==> config.mk <==
export PLATFORM = sky130hd
export DESIGN_NAME = quick_spi_cmd_sequencer
export DESIGN_NICKNAME = d
export VERILOG_FILES = /design/src/rtl/quick_spi_pkg.sv /design/src/rtl/quick_spi_cmd_fifo.sv /design/src/rtl/quick_spi_cmd_sequencer.sv
export SDC_FILE = /design/constraint.sdc
export NUM_CORES = 1
export LEC_CHECK = 0
export CORE_ASPECT_RATIO = 0.5
export CORE_UTILIZATION = 59
export DETAILED_ROUTE_END_ITERATION = 10
export PLACE_DENSITY_LB_ADDON = 0.08
export SLEW_MARGIN = 30
export SYNTH_ARGS = -nofsm -noshare
export SYNTH_HDL_FRONTEND = slang
export SYNTH_SLANG_ARGS = --single-unit
==> constraint.sdc <==
create_clock -name clk -period 6.86 [get_ports clk]
set_clock_uncertainty 0.05 [all_clocks]
set_input_delay 1.372 -clock clk [delete_from_list [all_inputs] [get_ports clk]]
set_output_delay 1.372 -clock clk [all_outputs]
set_load 0.01 [all_outputs]
==> src/rtl/quick_spi_pkg.sv <==
// quick_spi_pkg: shared FSM encoding, command-entry layout and field widths for the SPI command sequencer
package quick_spi_pkg;
  typedef enum logic [1:0] {IDLE, LAUNCH, WAIT_EOT, RESPOND} state_t;
  localparam int SLAVE_WIDTH = 2;
  localparam int DATA_OUT_WIDTH = 16;
  localparam int DATA_IN_WIDTH = 8;
  localparam int CMD_WIDTH = 19;
  localparam int CMD_DATA_LSB = 0;
  localparam int CMD_SLAVE_LSB = 16;
  localparam int CMD_WRITE_BIT = 18;
  function automatic logic [CMD_WIDTH-1:0] pack_cmd(input logic w, input logic [SLAVE_WIDTH-1:0] s, input logic [DATA_OUT_WIDTH-1:0] d);
    return {w, s, d};
  endfunction
endpackage

==> src/rtl/quick_spi_cmd_fifo.sv <==
// quick_spi_cmd_fifo: synchronous FIFO (clk, async reset, push/wdata in, pop/rdata out, full/empty/count status)
module quick_spi_cmd_fifo #(
  parameter int DEPTH = 4,
  parameter int WIDTH = 19
) (
  input  logic                     clk,
  input  logic                     reset,
  input  logic                     push,
  input  logic                     pop,
  input  logic [WIDTH-1:0]         wdata,
  output logic [WIDTH-1:0]         rdata,
  output logic                     full,
  output logic                     empty,
  output logic [$clog2(DEPTH):0]   count
);
  localparam int AW = $clog2(DEPTH);
  localparam int CW = AW + 1;
  logic [WIDTH-1:0] mem_q [DEPTH];
  logic [AW-1:0] wr_q, wr_d, rd_q, rd_d;
  logic [CW-1:0] cnt_q, cnt_d;
  logic do_push, do_pop;
  always_comb begin
    do_push = push & ~full;
    do_pop = pop & ~empty;
    wr_d = wr_q + AW'(do_push);
    rd_d = rd_q + AW'(do_pop);
    cnt_d = cnt_q + CW'(do_push) - CW'(do_pop);
  end
  always_ff @(posedge clk or posedge reset)
    if (reset) begin
      wr_q <= '0;
      rd_q <= '0;
      cnt_q <= '0;
    end else begin
      wr_q <= wr_d;
      rd_q <= rd_d;
      cnt_q <= cnt_d;
    end
  always_ff @(posedge clk)
    if (do_push) mem_q[wr_q] <= wdata;
  assign full = cnt_q == CW'(DEPTH);
  assign empty = cnt_q == '0;
  assign count = cnt_q;
  assign rdata = mem_q[rd_q];
endmodule

==> src/rtl/quick_spi_cmd_sequencer.sv <==
// quick_spi_cmd_sequencer: queues SPI commands, launches them one at a time on an SPI master, returns read data, flags EOT timeouts
module quick_spi_cmd_sequencer
  import quick_spi_pkg::*;
#(
  parameter int FIFO_DEPTH = 4,
  parameter int TIMEOUT_CYCLES = 4096
) (
  input  logic                      clk,
  input  logic                      reset,
  input  logic                      cmd_valid,
  output logic                      cmd_ready,
  input  logic                      cmd_write,
  input  logic [SLAVE_WIDTH-1:0]    cmd_slave,
  input  logic [DATA_OUT_WIDTH-1:0] cmd_data,
  output logic                      rsp_valid,
  input  logic                      rsp_ready,
  output logic [DATA_IN_WIDTH-1:0]  rsp_data,
  output logic [SLAVE_WIDTH-1:0]    rsp_slave,
  output logic                      spi_enable,
  output logic                      spi_start_transaction,
  output logic [SLAVE_WIDTH-1:0]    spi_slave,
  output logic                      spi_operation,
  output logic [DATA_OUT_WIDTH-1:0] spi_outgoing_data,
  input  logic                      spi_end_of_transaction,
  input  logic [DATA_IN_WIDTH-1:0]  spi_incoming_data,
  output logic                      busy,
  output logic                      timeout_error,
  input  logic                      error_clear
);
  localparam int TW = ($clog2(TIMEOUT_CYCLES + 1) > 12) ? $clog2(TIMEOUT_CYCLES + 1) : 12;
  localparam logic [TW-1:0] CNT_LAST = TW'(TIMEOUT_CYCLES - 1);
  state_t state_q, state_d;
  logic [CMD_WIDTH-1:0] cmd_q, cmd_d, fifo_rdata;
  logic [TW-1:0] cnt_q, cnt_d;
  logic [DATA_IN_WIDTH-1:0] rsp_data_q, rsp_data_d;
  logic [SLAVE_WIDTH-1:0] rsp_slave_q, rsp_slave_d;
  logic err_q, err_d, timeout;
  logic fifo_push, fifo_pop, fifo_full, fifo_empty;
  logic [$clog2(FIFO_DEPTH):0] fifo_count;
  assign cmd_ready = ~fifo_full & ~reset;
  assign fifo_push = cmd_valid & cmd_ready;
  quick_spi_cmd_fifo #(.DEPTH(FIFO_DEPTH), .WIDTH(CMD_WIDTH)) u_fifo (
    .clk(clk),
    .reset(reset),
    .push(fifo_push),
    .pop(fifo_pop),
    .wdata(pack_cmd(cmd_write, cmd_slave, cmd_data)),
    .rdata(fifo_rdata),
    .full(fifo_full),
    .empty(fifo_empty),
    .count(fifo_count)
  );
  always_ff @(posedge clk or posedge reset)
    if (reset) begin
      state_q <= IDLE;
      cmd_q <= '0;
      cnt_q <= '0;
      rsp_data_q <= '0;
      rsp_slave_q <= '0;
      err_q <= 1'b0;
    end else begin
      state_q <= state_d;
      cmd_q <= cmd_d;
      cnt_q <= cnt_d;
      rsp_data_q <= rsp_data_d;
      rsp_slave_q <= rsp_slave_d;
      err_q <= err_d;
    end
  always_comb begin
    state_d = state_q;
    cmd_d = cmd_q;
    cnt_d = cnt_q;
    rsp_data_d = rsp_data_q;
    rsp_slave_d = rsp_slave_q;
    timeout = 1'b0;
    case (state_q)
      IDLE: if (!fifo_empty) begin
        state_d = LAUNCH;
        cmd_d = fifo_rdata;
      end
      LAUNCH: begin
        state_d = WAIT_EOT;
        cnt_d = '0;
      end
      WAIT_EOT: if (spi_end_of_transaction) begin
        state_d = cmd_q[CMD_WRITE_BIT] ? IDLE : RESPOND;
        rsp_data_d = cmd_q[CMD_WRITE_BIT] ? rsp_data_q : spi_incoming_data;
        rsp_slave_d = cmd_q[CMD_WRITE_BIT] ? rsp_slave_q : cmd_q[CMD_SLAVE_LSB +: SLAVE_WIDTH];
      end else if (cnt_q == CNT_LAST) begin
        state_d = IDLE;
        timeout = 1'b1;
      end else begin
        cnt_d = cnt_q + 1'b1;
      end
      RESPOND: state_d = rsp_ready ? IDLE : RESPOND;
    endcase
    // a timeout in the same cycle as error_clear keeps the flag set
    err_d = timeout | (err_q & ~error_clear);
  end
  always_comb begin
    fifo_pop = (state_q == IDLE) & ~fifo_empty;
    spi_start_transaction = state_q == LAUNCH;
    rsp_valid = state_q == RESPOND;
    busy = (state_q != IDLE) | (fifo_count != '0);
  end
  assign spi_enable = ~reset;
  assign spi_slave = cmd_q[CMD_SLAVE_LSB +: SLAVE_WIDTH];
  assign spi_operation = cmd_q[CMD_WRITE_BIT];
  assign spi_outgoing_data = cmd_q[CMD_DATA_LSB +: DATA_OUT_WIDTH];
  assign rsp_data = rsp_data_q;
  assign rsp_slave = rsp_slave_q;
  assign timeout_error = err_q;
endmodule

==> results of run 1 <==
==> critical path, cell delays in order <==
cell and delay (ns):
clkdlybuf4s50_1 0.43, inv_2 0.05, buf_4 0.56, clkdlybuf4s50_1 0.66
==> cells in the mapped netlist, drive strengths merged <==
cell type | n | share of area, %
a211oi | 1 | 0.24
a21boi | 1 | 0.14
a21oi | 2 | 0.26
a2bb2oi | 1 | 0.29
a31o | 1 | 0.17
a31oi | 10 | 1.5
and2 | 3 | 0.36
and3 | 2 | 0.24
buf | 6 | 0.74
clkbuf | 6 | 0.43
dfrtp | 52 | 25
edfxtp | 76 | 44
fa | 1 | 0.38
ha | 8 | 1.9
inv | 13 | 0.94
mux2 | 28 | 6.0
mux2i | 1 | 0.19
mux4 | 19 | 8.2
nand2 | 15 | 1.1
nand2b | 2 | 0.24
nand3 | 7 | 0.67
nand3b | 1 | 0.14
nand4 | 3 | 0.65
nor2 | 5 | 0.36
nor2b | 1 | 0.12
nor3 | 5 | 0.48
nor3b | 2 | 0.29
nor4 | 1 | 0.12
nor4b | 1 | 0.17
o2111ai | 1 | 0.29
o211ai | 3 | 0.43
o21ai | 9 | 0.86
o22ai | 1 | 0.12
o31ai | 5 | 0.72
o32ai | 1 | 0.53
or2 | 1 | 0.12
or3 | 2 | 0.26
or4 | 3 | 0.43
or4b | 1 | 0.19
xnor2 | 4 | 0.67
xor2 | 2 | 0.34
==> flip-flops by register name, summed over array words and instances (netlist names), 3 cells and up <==
signal        count
u_fifo.count      3
rsp_data          8
cnt_q            13
cmd_q            19
u_fifo.mem_q     76
==> cell usage in the layout, fill, tap and decap left out, types with 2 or more instances in the layout <==
master and instances:
clkinvlp_4 2, ha_1 8, nor3b_2 2, nand2_1 15
clkinv_2 2, mux4_2 19, or4_1 3, clkdlybuf4s50_1 67
o31ai_1 4, nand3_1 7, o211ai_1 3, nand2b_1 2
inv_1 12, dfrtp_1 52, inv_6 2, buf_4 5
and2_1 3, nor2_1 5, xnor2_1 4, clkbuf_1 2
bufinv_16 2, o21ai_0 9, nor3_1 4, edfxtp_1 76
mux2_2 28, clkbuf_16 17, nand4_1 2, xor2_1 2
clkinv_1 4, a31oi_1 9
==> power groups by stage <==
stage               logic, mW  clock network [mW]  registers [mW]
finish                  0.880               0.846            1.13
detailed placement      0.877                   0            1.14
global placement        0.832                   0            1.13
global route            0.948               0.888            1.15
CTS                     0.888               0.853            1.13
floorplan               0.516                   0            1.12
==> per-layer routing <==
layer / vias up / routed length [um] / track usage, %
met4: 0 / 94 / 10.3
met2: 110 / 5090 / 40.9
met1: 1588 / 4490 / 31.7
li1: 1351 / - / -
met5: - / 0 / 0
met3: 10 / 549 / 6.36
==> through the flow <==
stage	utilization [%]	std cells	area (sq um)	hold slack, ns	power, mW
5_1_grt	79.6	511	6600	0.479	2.98
6_report	79.6	511	6600	0.458	2.86
2_1_floorplan	-	307	5220	0.400	1.64
3_5_place_dp	73.0	480	6050	0.429	2.02
3_3_place_gp	72.8	479	6030	0.417	1.96
4_1_cts	79.6	511	6600	0.455	2.87
==> worst max path at each step <==
stage / end / slack (ns) / cells past startpoint
global placement: spi_enable / 2.33 / 4
floorplan: spi_enable / 2.93 / 1
CTS: spi_enable / 2.31 / 4
global route: spi_enable / 2.19 / 4
finish: spi_enable / 2.36 / 4
detailed placement: spi_enable / 2.30 / 4
==> final cells by class <==
cell class              count  area, sq um
fillers                   446         1690
clock inverters            12          118
flip-flops and latches    128         3580
repair buffers             73          723
clock buffers              19          433
inverters                  13         48.8
multi-input cells         154         1550
well taps                 112          140
==> cell families after synthesis <==
kind of cell,count (synthesis),share of synthesized area (%)
AOI/OAI and AO/OA,36,5.54
xor gates and xnor gates,6,1.01
adders and majority gates,9,2.30
buffers and inverters,25,2.11
DFF,128,68.7
muxes,48,14.4
and+or+nand+nor,55,5.92
==> run metrics, run 1 <==
Clock Power Share=29.6%; CP Launch Point=reset; MaxCap Viol Count=0; count of state elements after synthesis=128; core area=0.00829 sq mm; 1st-iter DRT viols=224; CP Launch Type=input pin; Slew Limit Fails=0; Max rail drop VDD=0.229 mV; P_sw=0.840 mW; Sw Ratio=29.4%; worst-case reg-to-reg path depth=8; total wire length=10200 um; Worst EP arrival=3.08 ns; layout cells sized above 1=23.6%; post-DR wirelength/cell=20.0 um; # diodes=0; Hold Path End=rsp_data[7]$_DFFE_PP0P_; Crit. End Element=primary output; Hold Path Class=flop to flop; vias in the first global route=3178; CTS Buf Count=17; Final period util=65.7%; cts repair resizes=0; TritonCTS clock tree=built; DRC=0; Initial Util=63.0%; setup TNS=0 ns; chip height=68.5 um; worst-skew pair later-pin latency=0.41 ns; antenna-violating nets left=0; CTS H-tree depth=4; CTS Buffer Depth=2; antenna violations before repair=0; DIE WIDTH=135 um; CTS Root Cell=clkbuf_16; Post-Syn Area per Cell=17.0 sq um; crit path kind=input pin to primary output; reg-to-reg endpoint=u_fifo.count[2]$_DFF_PP0_; Comb pwr share=30.8%; post-synth cell types=47; clk slew on worst S/H paths=0.06 ns; NumNets Final=429; setup slack, reg-to-reg=4.23 ns; worst slack, placed=2.30 ns; area grow syn2layout=26.5%; Reg power frac=39.6%; Synth Net Count=349; detailed-route via count=3059; TritonRoute pass-1 iters=4; Ports=68; leakage power=2.43 nW; status=complete, no violations; Cell Area, Synth=0.00522 sq mm; worst slew pin tran=0.996 ns; GRT overflow=0; largest net degree at the start of global routing=54; setup violators final=0; gpl congestion=0.872; Post-CTS Setup Inserts=0; Hold Path Depth=1; Power Density=433 mW/mm^2; Yosys Warn Count=0; Final min period=4.50 ns; Worst Slack Setup Final=2.36 ns; f_max=0.222 GHz; I/O Buffers=67; Pint=2.02 mW; first-pass GRT wire length=16100 um; worst flop-to-flop path startpoint=u_fifo.count[2]$_DFF_PP0_; Core Rows=23; Critical Path RT=5.44 ns; Die ar.=0.00925 sq mm; hold wc startpoint=rsp_data[7]$_DFFE_PP0P_; sequential cell area fraction in the yosys report=68.7%; Syn Inst Count=307; Fin. Hold Viols=0; Vias/cell=5.99; Slew HR=33.6%; TritonCTS Sinks=128; hpwl dp=6120 um; crit-path max FO=53; RSZ-0062 raised after global routing=no; GRT Overall Usage=24.5%; hold buffer count at cts=0
(Power assumes the default switching activity.)
==> run 2, diff against run 1 <==
Settings changed: CORE_UTILIZATION 59 to 55.
Clock period 6.86 ns to 4.45 ns, I/O delays scaled along.
==> run 2 against run 1 <==
Net effect:
- first-iteration DRC count is 32% lower
- sequential cell count unchanged
- largest cell class unchanged
- register-to-register slack lost 2.2 ns
- die area grew 7.1%
==> run metrics, run 2 (same netlist as run 1, synthesis figures left out) <==
largest registers=u_fifo.mem_q x76, cmd_q x19, cnt_q x13 (unchanged); Die ar.=0.00990 sq mm (was 0.00925 sq mm); gpl congestion=0.848 (was 0.872); TritonCTS Sinks=128 (unchanged); Slew HR=36.7% (was 33.6%); Worst EP arrival=2.12 ns (was 3.08 ns); Worst path max stage delay=0.58 ns (was 0.66 ns); setup violators final=0 (unchanged); most used cell, CP=clkdlybuf4s50_1 (unchanged); post-DR wirelength/cell=19.2 um (was 20.0 um); leakage power=2.44 nW (was 2.43 nW); max FFs per register=76 (unchanged); CP Launch Type=input pin (unchanged); worst hold slack=0.457 ns (was 0.458 ns); area grow syn2layout=26.5% (about the same); clk slew on worst S/H paths=0.05 ns (was 0.06 ns); Final period util=68.8%; RSZ-0062 raised after global routing=no (unchanged); reg-to-reg endpoint=cnt_q[4]$_DFFE_PP0P_ (was u_fifo.count[2]$_DFF_PP0_); fin cells=517 (was 511); Worst Slack Setup Final=1.39 ns (was 2.36 ns); Final Util=73.7% (was 79.6%); Final min period=3.06 ns; hpwl dp=6120 um (about the same); Critical Path RT=3.51 ns (was 5.44 ns); commonest cells after routing, fill and taps aside=76 x edfxtp_1, 67 x clkdlybuf4s50_1, 52 x dfrtp_1, 28 x mux2_2, 19 x mux4_2 (unchanged); I/O Buffers=67 (unchanged); worst-skew pair later-pin latency=0.41 ns (about the same); worst slew pin tran=0.950 ns (was 0.996 ns); setup slack, reg-to-reg=2.05 ns (was 4.23 ns); layout cells sized above 1=25.0% (was 23.6%); Vias/cell=5.71 (was 5.99); antenna violations before repair=0 (unchanged); crit path kind=input pin to primary output (unchanged); GRT Overall Usage=22.5% (was 24.5%); NumNets Final=429 (unchanged); Hold Path End=rsp_data[3]$_DFFE_PP0P_ (was rsp_data[7]$_DFFE_PP0P_); CTS Root Cell=clkbuf_16 (unchanged); TritonRoute pass-1 iters=4 (unchanged); chip height=70.9 um (was 68.5 um); hold buffer count at cts=0 (unchanged); Power Density=659 mW/mm^2 (was 433 mW/mm^2); antenna-violating nets left=0 (unchanged); Fin. Hold Viols=0 (unchanged); DRC=0 (unchanged); DIE WIDTH=140 um (was 135 um); CTS H-tree depth=4 (unchanged); CTS Buffer Depth=2 (unchanged); # diodes=0 (unchanged); total wire length=9910 um (was 10200 um); 1st-iter DRT viols=153 (was 224); Slew Limit Fails=0 (unchanged); CP Launch Point=reset (unchanged); worst slack, placed=1.27 ns (was 2.30 ns); GRT overflow=0 (unchanged); crit-path max FO=2 (was 53); TritonCTS clock tree=built (unchanged); critical-path cell list=clkdlybuf4s50_1, a31oi_1, clkdlybuf4s50_1 (was clkdlybuf4s50_1, inv_2, buf_4, clkdlybuf4s50_1); first-pass GRT wire length=16300 um (was 16100 um); Core Rows=24 (was 23); Post-CTS Setup Inserts=0 (unchanged); Ports=68 (unchanged); f_max=0.327 GHz; setup TNS=0 ns (unchanged); hold wc startpoint=rsp_data[3]$_DFFE_PP0P_ (was rsp_data[7]$_DFFE_PP0P_); Initial Util=58.3% (was 63.0%); Crit. End Element=primary output (unchanged); Largest Register=u_fifo.mem_q (unchanged); Post-Place Cells=485 (was 480); Hold Path Depth=1 (unchanged); status=complete, no violations (unchanged); cts repair resizes=0 (unchanged); CTS Buf Count=17 (unchanged); MaxCap Viol Count=0 (unchanged); leading cell type in the layout, fill and taps excluded=edfxtp_1 (unchanged); worst flop-to-flop path startpoint=state_q[0]$_DFFE_PP0P_ (was u_fifo.count[2]$_DFF_PP0_); Max rail drop VDD=0.348 mV (was 0.229 mV); CP max-delay cell=clkdlybuf4s50_1 (unchanged); core area=0.00895 sq mm (was 0.00829 sq mm); Hold Path Class=flop to flop (unchanged); largest net degree at the start of global routing=53 (was 54); detailed-route via count=2953 (was 3059); vias in the first global route=3113 (was 3178); worst-case reg-to-reg path depth=6 (was 8)
==> run 2: changes by cell type in the layout (fill, tap and decap cells not counted), sizes merged <==
cell,before,now
bufinv,2,0
clkbuf,19,18
inv,15,20
clkinvlp,2,1
==> run 2: worst max-delay path: cells and delay by family <==
family	cells	cell delay, ns
buf+inv	2	1.02
compound gates	1	0.21
==> run 2: worst max path at each step <==
| stage | to | slack (ns) | cells past startpoint |
|---|---|---|---|
| 4_1_cts | cmd_ready | 1.40 | 3 |
| 3_3_place_gp | u_fifo.mem_q[3][8]$_DFFE_PP_ | 1.33 | 5 |
| 6_report | cmd_ready | 1.39 | 3 |
| 2_1_floorplan | u_fifo.mem_q[1][0]$_DFFE_PP_ | 1.16 | 3 |
| 3_5_place_dp | u_fifo.mem_q[3][8]$_DFFE_PP_ | 1.27 | 5 |
| 5_1_grt | cmd_ready | 1.33 | 3 |
==> run 2: layer usage <==
layer,part of all wire (%),track usage (%),up-vias
li1,-,-,1352
met1,44,28.8,1476
met2,49,36.8,108
met3,5.8,6.36,17
met4,1.5,10.1,0
met5,0,0,-
==> run 2: per-stage QoR <==
stage	area, sq um	total power, mW
3_5_place_dp	6050	3.10
4_1_cts	6600	4.40
6_report	6600	4.35
2_1_floorplan	5220	2.53
5_1_grt	6600	4.56
3_3_place_gp	6050	3.03
==> run 2: cell type report <==
| cell class | count | area [sq um] |
|---|---|---|
| Sequential cell | 128 | 3580 |
| Fill cell | 545 | 2350 |
| Multi-Input combinational cell | 154 | 1550 |
| Timing Repair Buffer | 73 | 716 |
| Clock buffer | 18 | 429 |
| Tap cell | 117 | 146 |
| Clock inverter | 14 | 120 |
| Inverter | 13 | 48.8 |
==> run 2: power breakdown <==
part / switching (mW) / internal, mW / total, mW
clock: 0.552 / 0.729 / 1.28
sequential: 0.199 / 1.53 / 1.73
combinational: 0.582 / 0.758 / 1.34
